File: src/rtl/tinyalu_pkg.sv
// Shared definitions for the TinyALU core: opcodes, FSM states and default width.
package tinyalu_pkg;

  localparam int WIDTH_DEF = 8;

  typedef enum logic [2:0] {
    OP_NOP = 3'b000,
    OP_ADD = 3'b001,
    OP_AND = 3'b010,
    OP_XOR = 3'b011,
    OP_MUL = 3'b100
  } op_e;

  typedef enum logic [1:0] {
    ST_IDLE,
    ST_EXEC,
    ST_MUL,
    ST_RELEASE
  } state_e;

endpackage

File: src/rtl/tinyalu_if.sv
// Request/response bundle between the transaction driver and the TinyALU core.
interface tinyalu_if
  import tinyalu_pkg::*;
#(
  parameter int WIDTH = WIDTH_DEF
);

  logic                 start;
  logic [2:0]           op;
  logic [WIDTH-1:0]     A;
  logic [WIDTH-1:0]     B;
  logic                 done;
  logic [2*WIDTH-1:0]   result;
  logic                 busy;

  // Driver side: issues requests, observes completion.
  modport master (
    output start, op, A, B,
    input  done, result, busy
  );

  // ALU side: consumes requests, reports completion.
  modport slave (
    input  start, op, A, B,
    output done, result, busy
  );

endinterface

File: src/rtl/tinyalu_mul_seq.sv
// Iterative shift-add multiplier: one multiplier bit per clock, LSB first.
// The final product is presented combinationally in the cycle of the last
// iteration so the owner can capture it on that same edge.
module tinyalu_mul_seq
  import tinyalu_pkg::*;
#(
  parameter int WIDTH = WIDTH_DEF
) (
  input  logic                 clk,
  input  logic                 reset_n,
  input  logic                 go,
  input  logic                 abort,
  input  logic [WIDTH-1:0]     a,
  input  logic [WIDTH-1:0]     b,
  output logic [2*WIDTH-1:0]   product,
  output logic                 product_valid
);

  localparam int CNT_W = (WIDTH > 1) ? $clog2(WIDTH) : 1;
  localparam logic [CNT_W-1:0] LAST_ITER = CNT_W'(WIDTH - 1);

  logic                 running_q, running_d;
  logic [CNT_W-1:0]     cnt_q, cnt_d;
  logic [2*WIDTH-1:0]   acc_q, acc_d;
  logic [2*WIDTH-1:0]   addend;

  // Partial product for the current iteration and the running sum including it.
  always_comb begin
    addend        = b[cnt_q] ? ({{WIDTH{1'b0}}, a} << cnt_q) : '0;
    product       = acc_q + addend;
    product_valid = running_q && (cnt_q == LAST_ITER);
  end

  // Iteration control: start clears the accumulator, abort drops the run.
  always_comb begin
    running_d = running_q;
    cnt_d     = cnt_q;
    acc_d     = acc_q;
    if (go) begin
      running_d = 1'b1;
      cnt_d     = '0;
      acc_d     = '0;
    end else if (running_q) begin
      if (abort) begin
        running_d = 1'b0;
        cnt_d     = '0;
        acc_d     = '0;
      end else begin
        acc_d = product;
        if (cnt_q == LAST_ITER) begin
          running_d = 1'b0;
          cnt_d     = '0;
        end else begin
          cnt_d = cnt_q + 1'b1;
        end
      end
    end
  end

  // Iteration state registers.
  always_ff @(posedge clk) begin
    if (!reset_n) begin
      running_q <= 1'b0;
      cnt_q     <= '0;
      acc_q     <= '0;
    end else begin
      running_q <= running_d;
      cnt_q     <= cnt_d;
      acc_q     <= acc_d;
    end
  end

endmodule

File: src/rtl/tinyalu_core.sv
// TinyALU arithmetic/logic engine: accepts a held-high start, runs add/and/xor
// in one cycle or multiply over WIDTH cycles, pulses done once, then waits in
// RELEASE until the driver drops start so a lingering start never retriggers.
module tinyalu_core
  import tinyalu_pkg::*;
#(
  parameter int WIDTH = WIDTH_DEF
) (
  input  logic      clk,
  input  logic      reset_n,
  tinyalu_if.slave  bus
);

  state_e               state_q, state_d;
  logic [2:0]           op_q, op_d;
  logic [WIDTH-1:0]     a_q, a_d;
  logic [WIDTH-1:0]     b_q, b_d;
  logic [2*WIDTH-1:0]   result_q, result_d;
  logic                 done_q, done_d;
  logic                 busy_q, busy_d;

  logic                 mul_go;
  logic                 mul_abort;
  logic [2*WIDTH-1:0]   mul_product;
  logic                 mul_valid;

  // Single-cycle operations; reserved opcodes yield zero.
  function automatic logic [2*WIDTH-1:0] alu_result(
    input logic [2:0]       op,
    input logic [WIDTH-1:0] a,
    input logic [WIDTH-1:0] b
  );
    logic [2*WIDTH-1:0] res;
    res = '0;
    case (op)
      OP_ADD:  res = {{(WIDTH-1){1'b0}}, ({1'b0, a} + {1'b0, b})};
      OP_AND:  res = {{WIDTH{1'b0}}, (a & b)};
      OP_XOR:  res = {{WIDTH{1'b0}}, (a ^ b)};
      default: res = '0;
    endcase
    return res;
  endfunction

  tinyalu_mul_seq #(
    .WIDTH(WIDTH)
  ) u_mul (
    .clk          (clk),
    .reset_n      (reset_n),
    .go           (mul_go),
    .abort        (mul_abort),
    .a            (a_q),
    .b            (b_q),
    .product      (mul_product),
    .product_valid(mul_valid)
  );

  // Next-state, operand latching and completion logic.
  always_comb begin
    state_d   = state_q;
    op_d      = op_q;
    a_d       = a_q;
    b_d       = b_q;
    result_d  = result_q;
    done_d    = 1'b0;
    busy_d    = busy_q;
    mul_go    = 1'b0;
    mul_abort = 1'b0;
    case (state_q)
      ST_IDLE: begin
        if (bus.start) begin
          op_d   = bus.op;
          a_d    = bus.A;
          b_d    = bus.B;
          busy_d = 1'b1;
          case (bus.op)
            OP_NOP:  state_d = ST_RELEASE;
            OP_MUL: begin
              state_d = ST_MUL;
              mul_go  = 1'b1;
            end
            default: state_d = ST_EXEC;
          endcase
        end
      end
      ST_EXEC: begin
        if (!bus.start) begin
          state_d = ST_IDLE;
          busy_d  = 1'b0;
        end else begin
          result_d = alu_result(op_q, a_q, b_q);
          done_d   = 1'b1;
          state_d  = ST_RELEASE;
        end
      end
      ST_MUL: begin
        if (!bus.start) begin
          mul_abort = 1'b1;
          state_d   = ST_IDLE;
          busy_d    = 1'b0;
        end else if (mul_valid) begin
          result_d = mul_product;
          done_d   = 1'b1;
          state_d  = ST_RELEASE;
        end
      end
      ST_RELEASE: begin
        if (!bus.start) begin
          state_d = ST_IDLE;
          busy_d  = 1'b0;
        end
      end
      default: begin
        state_d = ST_IDLE;
        busy_d  = 1'b0;
      end
    endcase
  end

  // State, operand and output registers; reset clears everything.
  always_ff @(posedge clk) begin
    if (!reset_n) begin
      state_q  <= ST_IDLE;
      op_q     <= '0;
      a_q      <= '0;
      b_q      <= '0;
      result_q <= '0;
      done_q   <= 1'b0;
      busy_q   <= 1'b0;
    end else begin
      state_q  <= state_d;
      op_q     <= op_d;
      a_q      <= a_d;
      b_q      <= b_d;
      result_q <= result_d;
      done_q   <= done_d;
      busy_q   <= busy_d;
    end
  end

  assign bus.done   = done_q;
  assign bus.result = result_q;
  assign bus.busy   = busy_q;

endmodule

File: src/flat_wrapper.sv
// flat-port wrapper written by rule: the top's interface ports become plain ports
module tinyalu_core_flat import tinyalu_pkg::*;
#(
  parameter int WIDTH = WIDTH_DEF
)
  (clk, reset_n, bus_start, bus_op, bus_A, bus_B, bus_done, bus_result, bus_busy);
  tinyalu_if #(.WIDTH(WIDTH)) bus_i ();
  input  logic clk;
  input  logic reset_n;
  input wire logic [$bits(bus_i.start)-1:0] bus_start;
  input wire logic [$bits(bus_i.op)-1:0] bus_op;
  input wire logic [$bits(bus_i.A)-1:0] bus_A;
  input wire logic [$bits(bus_i.B)-1:0] bus_B;
  output wire logic [$bits(bus_i.done)-1:0] bus_done;
  output wire logic [$bits(bus_i.result)-1:0] bus_result;
  output wire logic [$bits(bus_i.busy)-1:0] bus_busy;
  assign bus_i.start = bus_start;
  assign bus_i.op = bus_op;
  assign bus_i.A = bus_A;
  assign bus_i.B = bus_B;
  assign bus_done = bus_i.done;
  assign bus_result = bus_i.result;
  assign bus_busy = bus_i.busy;
  tinyalu_core #(.WIDTH(WIDTH)) u_core (.clk(clk), .reset_n(reset_n), .bus(bus_i));
endmodule
File: config.mk
export PLATFORM = sky130hd
export DESIGN_NAME = tinyalu_core_flat
export DESIGN_NICKNAME = d
export VERILOG_FILES = /design/src/rtl/tinyalu_pkg.sv /design/src/rtl/tinyalu_if.sv /design/src/rtl/tinyalu_mul_seq.sv /design/src/rtl/tinyalu_core.sv /design/src/flat_wrapper.sv
export SDC_FILE = /design/constraint.sdc
export NUM_CORES = 1
export LEC_CHECK = 0
export CORE_ASPECT_RATIO = 0.7
export CORE_MARGIN = 2
export CORE_UTILIZATION = 45
export DETAILED_ROUTE_END_ITERATION = 6
export GPL_TIMING_DRIVEN = 0
export PLACE_DENSITY = 0.71
export REMOVE_ABC_BUFFERS = 1
export SETUP_SLACK_MARGIN = 0.05
export SYNTH_ARGS = -nofsm -noshare
export SYNTH_HDL_FRONTEND = slang
export SYNTH_HIERARCHICAL = 1
export SYNTH_SLANG_ARGS = --single-unit
File: constraint.sdc
create_clock -name clk -period 10.6 [get_ports clk]
set_input_delay 2.12 -clock clk [delete_from_list [all_inputs] [get_ports clk]]
set_output_delay 2.12 -clock clk [all_outputs]
set_load 0.05 [all_outputs]
* Word-level counts from Yosys, hierarchy flattened *
Index checks and enable logic that the tools add are counted.

cells by class
  add/subtract/negate cells = 3
  $lt $le $gt $ge = 1
  equality and inequality tests = 15
  shift operators = 1
  muxes and demuxes = 34
  bitwise gates (word level) = 3
  reductions and logical operators = 10

operators with widths
  operator               number
  $mux W16               5
  $pmux W16 S2           1
  $pmux W9 S3            1
  $add A16 B16 Y16       1
  $shl A8 B3 Y16         1
  $mux W1                15
  $mux W2                5
  $ne A2 B2 Y1 const B   5
  $add A8 B8 Y9          1
  $and A8 B8 Y8          1
  $pmux W2 S4            1
  $xor A8 B8 Y8          1
  $eq A3 B2 Y1 const B   2
  $eq A3 B3 Y1 const B   2
  $mux W3                2
  $eq A2 B2 Y1 const B   2
  $lt A3 B4 Y1 const B   1
  $pmux W1 S2            2
  $pmux W2 S2            1
  $reduce_and A2 Y1      2
  $reduce_and A4 Y1      1
  $add A3 B1 Y3 const B  1
  $bmux W1 S3            1
  $eq A3 B1 Y1 const B   1
  other kinds (11)       11

storage, ports and cells
  flip-flop bits (word level) = 59
  output and inout bits = 18
  word-level logic and storage cells = 77

* Logic depth before layout (Yosys ltp) *
Gate-level depths: netlist (run 1).

  depth after elaboration = 7
  gate-level depth with buffers = 17

* By module *
Netlist (run 1), hierarchy kept.

modules (own cells, without submodules)
  module           instances  cells an instance  area an instance (µm²)
  tinyalu_core     1          273                2209.6
  tinyalu_mul_seq  1          280                2067.0

* Worst setup path before layout (run 1) *
OpenSTA, ideal clock, no wires.

  path type = input to register
  start point = in bus_start
  end point = reg u_core.u_mul.acc_q[10]
  arrival = 3.659 ns
  slack = 6.862 ns
  stages = 7
  path buffers = 2
  cell sequence = buf_2 > nand2_1 > clkbuf_1 > nor2_1 > nand2b_1 > or4b_2 > o211ai_1

between the ends
  cells in the longest elaborated chain, start to end = 3
  elaborated cells between the ends (all ways) = 6
  classes of those cells = 5 x mux; 1 x reduce/logical

RTL lines
  item                        RTL line               text
  start: declaration          flat_wrapper.sv:10     input wire logic [$bits(bus_i.start)-1:0] bus_start;
  $mux W1                     tinyalu_core.sv:70     if (bus.start) begin
  $mux W1                     tinyalu_core.sv:68     case (state_q)
  net u_core.mul_go           tinyalu_core.sv:22     logic mul_go;
  $reduce_or A2 Y1 (no line)  n/a
  end signal: assignment      tinyalu_mul_seq.sv:65  acc_q <= '0;
  end signal: assignment      tinyalu_mul_seq.sv:69  acc_q <= acc_d;
  end: declaration            tinyalu_mul_seq.sv:24  logic [2*WIDTH-1:0] acc_q, acc_d;

The timed path passes the listed nets, and every way through them passes these cells.
A chain may end at the register's enable or synchronous reset.

* Worst setup path in the final report (run 1) *
Ends and elaborated chain as after synthesis.

==> results of run 1 <==
layer usage:
layer	GRT usage	vias up
li1	-	1985
met1	0.328	1885
met2	0.324	163
met3	0.0572	18
met4	0.0719	0
met5	0	-
state kept, by name (all words and copies together), names as in the netlist:
register and cells:
u_core/bus.result 16, u_core/u_mul/acc_q 16, u_core/a_q 8, u_core/b_q 8, u_core/op_q 3, u_core/u_mul/cnt_q 3, u_core/state_q 2, u_core/bus.busy 1
u_core/bus.done 1, u_core/u_mul/running_q 1
cells in the final DEF (no fill, tap or decap), types with 3 or more instances in the layout:
cell             synthesis  routed
a211o_1                  3       3
a211oi_1                 5       5
a21boi_0                20      20
a21o_1                   6       6
a21oi_1                 44      44
a221oi_1                 3       3
a22oi_1                  7       7
a31oi_1                  5       5
and2_1                   7       7
clkbuf_16                0       9
clkdlybuf4s50_1          0      38
dfxtp_1                 59      59
ha_1                    29      29
inv_1                   16      16
mux2_2                   6       6
mux2i_1                 12      12
nand2_1                 81      81
nand2b_1                10      10
nand3_1                 17      17
nand3b_1                 6       6
nor2_1                  46      46
nor2b_1                 20      20
nor3_1                  17      17
nor3b_1                  4       4
nor4b_1                  5       5
o211ai_1                 5       5
o21a_1                   4       4
o21ai_0                 24      24
o22ai_1                  3       3
o31ai_1                  3       3
xnor2_1                  8       8
xor2_1                   8       8
synth_stat cells, types with 12 or more instances:
| cell | instances | area [um2] |
|---|---|---|
| a21boi_0 | 20 | 150 |
| a21oi_1 | 44 | 220 |
| buf_2 | 12 | 60.1 |
| clkbuf_1 | 19 | 71.3 |
| dfxtp_1 | 59 | 1180 |
| ha_1 | 29 | 363 |
| inv_1 | 16 | 60.1 |
| mux2i_1 | 12 | 120 |
| nand2_1 | 81 | 304 |
| nand3_1 | 17 | 85.1 |
| nor2_1 | 46 | 173 |
| nor2b_1 | 20 | 125 |
| nor3_1 | 17 | 85.1 |
| o21ai_0 | 24 | 120 |
power by group:
group / total [mW] / internal [mW] / switching, mW
sequential: 0.256 / 0.237 / 0.0194
combinational: 0.150 / 0.0565 / 0.0934
clock: 0.271 / 0.170 / 0.101
cell type report:
| class | instances | share of cell area |
|---|---|---|
| multi-input combinational | 442 | 0.581 |
| sequential | 59 | 0.239 |
| timing repair buffer | 40 | 0.0795 |
| clock buffer | 12 | 0.0519 |
| tap | 124 | 0.0314 |
| inverter | 16 | 0.0122 |
| clock inverter | 4 | 0.00506 |
through the flow:
stage / instances / power [mW] / util / setup WS (ps)
3_5_place_dp: 680 / 0.406 / 0.509 / 5010
5_1_grt: 697 / 0.711 / 0.540 / 5330
6_report: 697 / 0.677 / 0.540 / 5550
3_3_place_gp: 680 / 0.402 / 0.509 / 5040
2_1_floorplan: 517 / 0.357 / - / 6680
4_1_cts: 696 / 0.681 / 0.540 / 5350
cell families after synthesis:
group	after synthesis	synth area share
simple gates	224	0.254
compound gates	150	0.232
flops	59	0.276
buf+inv	52	0.0527
fa+ha+maj	31	0.0942
mux	21	0.0579
xor+xnor	16	0.0328
final timing paths:
kind / cells past startpoint / from / endpoint / slack (ps)
worst max register to register: 12 / u_core/u_mul/cnt_q[0] / u_core/bus.result[8] / 6610
worst min-delay path: 2 / u_core/u_mul/acc_q[0] / u_core/u_mul/acc_q[0] / 470
worst min register to register: 2 / u_core/u_mul/acc_q[0] / u_core/u_mul/acc_q[0] / 470
worst max-delay path: 6 / bus_start / u_core/u_mul/acc_q[10] / 5550
critical path, delay by kind of cell:
family | cells | cell delay, ps
AO/OA/AOI/OAI | 1 | 170
buffers and inverters | 1 | 650
AND/OR/NAND/NOR | 4 | 2370
==> impl_metrics.ini, run 1 <==
[setup_path]
end_kind = register
crit_chain = clkdlybuf4s50_1, nand2_1, nor2_1, nand2b_1, or4b_2, o211ai_1
start_kind = input port
cp_slowest_stage_delay_ps = 820
cp_max_fo = 23
required_ps = 10850
crit_slowest_cell = or4b_2
arrival_ps = 5300
critical_path_class = input port to register

[sta]
fmax_ghz = 0.198
slew-limit-headroom = 0.207
finalCritPeriodShare = 0.476
min_period_ps = 5050
setup_viol = 0
rsz0062_at_grt = no
tightest_slew_ps = 1190
hold_violations = 0
fin_hold_ws_ps = 475
maxSlewViolCount = 0
setup_tns_ps = 0
finClkSkew_ps = 8.20

[clocking]
clkSlewWorstSetupHoldPaths_ps = 50
cts_sinks = 59
cts_tree = built
clockRootBuffer = clkbuf_16
post_cts_resized = 0
clock_latency_ps = 330
htree_levels = 3
postCtsSetupBuffers = 0
cts_buffers = 9
clock_path_buffers = 2
cts_hold_buf = 0

[route]
vias = 4051
drc = 0
wl_per_cell_um = 16.1
wl_met3_um = 846
routed_wl_mm = 11.2
drtAntennaViolNets = 0
wl_met2_mm = 4.65
top_layer = met4
drtIter0Drc = 368
vias_per_cell = 5.81
wl_met1_mm = 5.53
drtPass1Iterations = 5

[layout]
syn2layout_area_growth_pct = 15.5
final_area_um2 = 4940
fillers = 886
antenna_cells = 0
drive_above_1_share = 0.0593
num-nets-final = 621
multi_input_area_um2 = 2870
seq_area_um2 = 1180

[yosys]
synth-seq-cells = 59
syn_area_um2 = 4280
yosysWarningCount = 6
synth_edf_count = 0
synth_top_flop_cell = dfxtp_1
yosysSeqAreaShare = 0.276
ys_types = 61
async_reset_ff_frac = 0
syn_inst = 553
synth_area_per_cell_um2 = 7.73

[grt]
grtUsageTotal = 0.225
grt_overflow = 0
grt_max_degree = 46
grt_pass1_wl_mm = 18.2
grt_pass1_vias = 3674
antenna_found_initial = 0

[place]
dpl_cell_area_um2 = 4660
hpwl_mm = 8.11
io_buffers = 39
gp_congestion = 0.915

[run_status]
status = finished clean

[min_path]
hold_path.class = register to register

[power_and_ir_drop]
p_leak_nw = 1.93
ir_drop_uv = 85.6
p_per_area_nw_per_um2 = 137

[run]
max_cap_violations = 0

[floorplan]
dieArea_um2 = 10300
initial_core_util = 0.468
coreArea_um2 = 9140
chipWidth_um = 121
ioPinCount = 40
dieHeight_um = 85.6
num_rows = 29
No activity file was read; power rests on OpenSTA's default activity.
==> inputs of run 2 (changes only) <==
--- a/config.mk
+++ b/config.mk
@@ -10,7 +10,7 @@
 export CORE_UTILIZATION = 45
 export DETAILED_ROUTE_END_ITERATION = 6
 export GPL_TIMING_DRIVEN = 0
-export PLACE_DENSITY = 0.71
+export PLACE_DENSITY = 0.74
 export REMOVE_ABC_BUFFERS = 1
 export SETUP_SLACK_MARGIN = 0.05
 export SYNTH_ARGS = -nofsm -noshare
==> constraint.sdc (replaced) <==
create_clock -name clk -period 4.5 [get_ports clk]
set_input_delay 0.9 -clock clk [delete_from_list [all_inputs] [get_ports clk]]
set_output_delay 0.9 -clock clk [all_outputs]
set_load 0.05 [all_outputs]
==> run 2 against run 1 <==
Compared with the run above: clock power rose by 120%; sequential cell count unchanged; count of clock-buffer cells in the layout is the same; critical endpoint is now u_core/bus.result[8]; cell area shrank 0.56%; cell count fell by 0.29%; highest routed layer unchanged; largest power group is now registers.
==> impl_metrics.ini, run 2 (same netlist as run 1, synthesis figures left out) <==
[route]
drtIter0Drc = 491
routed_wl_mm = 11.3
vias = 4059
drc = 0
wl_per_cell_um = 16.2
vias_per_cell = 5.84
drtPass1Iterations = 5
drtAntennaViolNets = 0

[layout]
final_common_cell = nand2_1
final_area_um2 = 4910
fillers = 931
antenna_cells = 0
instances_no_fill = 695
syn2layout_area_growth_pct = 14.9
drive_above_1_share = 0.0543
final_cell_mix = 81 x nand2_1, 59 x dfxtp_1, 46 x nor2_1, 44 x a21oi_1, 38 x clkdlybuf4s50_1
utilization = 0.537
num-nets-final = 620

[place]
dpl_worst_slack_ps = 136
io_buffers = 39
dp.cells = 680
gp_congestion = 0.923
dpl_cell_area_um2 = 4660
hpwl_mm = 8.26

[power_and_ir_drop]
p_leak_nw = 1.92
ir_drop_uv = 185
p_per_area_nw_per_um2 = 317

[run]
max_cap_violations = 0

[sta]
fmax_ghz = 0.251
finalCritPeriodShare = 0.885
hold_violations = 0
worst_slack_ps = 519
setup_tns_ps = 0
rsz0062_at_grt = no
slew-limit-headroom = 0.109
min_period_ps = 3980
tightest_slew_ps = 1330
setup_viol = 0
finClkSkew_ps = 7.23
maxSlewViolCount = 0

[grt]
grtUsageTotal = 0.227
grt_pass1_wl_mm = 18.4
grt_overflow = 0
grt_pass1_vias = 3827
grt_max_degree = 46
antenna_found_initial = 0

[setup_path]
critical_path_class = register to register
cp_max_fo = 19
start_kind = register
end_kind = register
arrival_ps = 4200
required_ps = 4720

[clocking]
post_cts_resized = 0
clkSlewWorstSetupHoldPaths_ps = 50
cts_sinks = 59
clock_latency_ps = 330
cts_buffers = 9
cts_tree = built
cts_hold_buf = 0
postCtsSetupBuffers = 0
clock_path_buffers = 2
htree_levels = 3
clockRootBuffer = clkbuf_16

[floorplan]
coreArea_um2 = 9140
ioPinCount = 40
num_rows = 29
chipWidth_um = 121
initial_core_util = 0.468
dieHeight_um = 85.6
dieArea_um2 = 10300

[run_status]
status = finished clean

[min_path]
hold_path.class = register to register
## run 2: per-layer routing
metal | share of wire | vias to the layer above | GRT usage | routed length [um]
met1 | 0.50 | 1907 | 0.315 | 5590
met2 | 0.42 | 139 | 0.343 | 4780
li1 | - | 1990 | - | -
met5 | 0 | - | 0 | 0
met4 | 0.016 | 0 | 0.0814 | 185
met3 | 0.064 | 23 | 0.0559 | 721
## run 2: worst paths after layout
check | depth (start not counted) | end | from | slack [ps]
worst max-delay path | 12 | u_core/bus.result[8] | u_core/u_mul/cnt_q[0] | 520
worst min-delay path | 2 | u_core/u_mul/acc_q[11] | u_core/u_mul/acc_q[11] | 480
worst max register to register | 12 | u_core/bus.result[8] | u_core/u_mul/cnt_q[0] | 520
worst min register to register | 2 | u_core/u_mul/acc_q[11] | u_core/u_mul/acc_q[11] | 480
## run 2: stage by stage
step,power [mW],hold WS [ps]
6_report,1.56,481
5_1_grt,1.64,498
4_1_cts,1.57,479
3_5_place_dp,0.958,470
3_3_place_gp,0.945,459
2_1_floorplan,0.841,447
## run 2: report_power, final
part	total, mW	switching [mW]	internal, mW
Sequential	0.605	0.0473	0.558
Clock	0.603	0.223	0.380
Combinational	0.350	0.218	0.132
## run 2: worst max-delay path, stage by stage, from the launching register on
cell,delay [ps]
dfxtp_1,750
mux4_2,600
nand2_1,170
and2_1,290
a21oi_1,110
ha_1,370
a21o_2,280
a221oi_4,370
a21oi_2,150
xor2_1,200
a221o_1,370
nor3_1,140
o31ai_1,90
## run 2: cell type report
| cell class | instances | area [um2] | area share |
|---|---|---|---|
| repair buffers | 39 | 385 | 0.0784 |
| inverters | 16 | 60.1 | 0.0122 |
| flip-flops and latches | 59 | 1180 | 0.240 |
| well taps | 124 | 155 | 0.0316 |
| clock buffers | 12 | 246 | 0.0502 |
| clock inverters | 3 | 15.0 | 0.00306 |
| multi-input cells | 442 | 2870 | 0.584 |
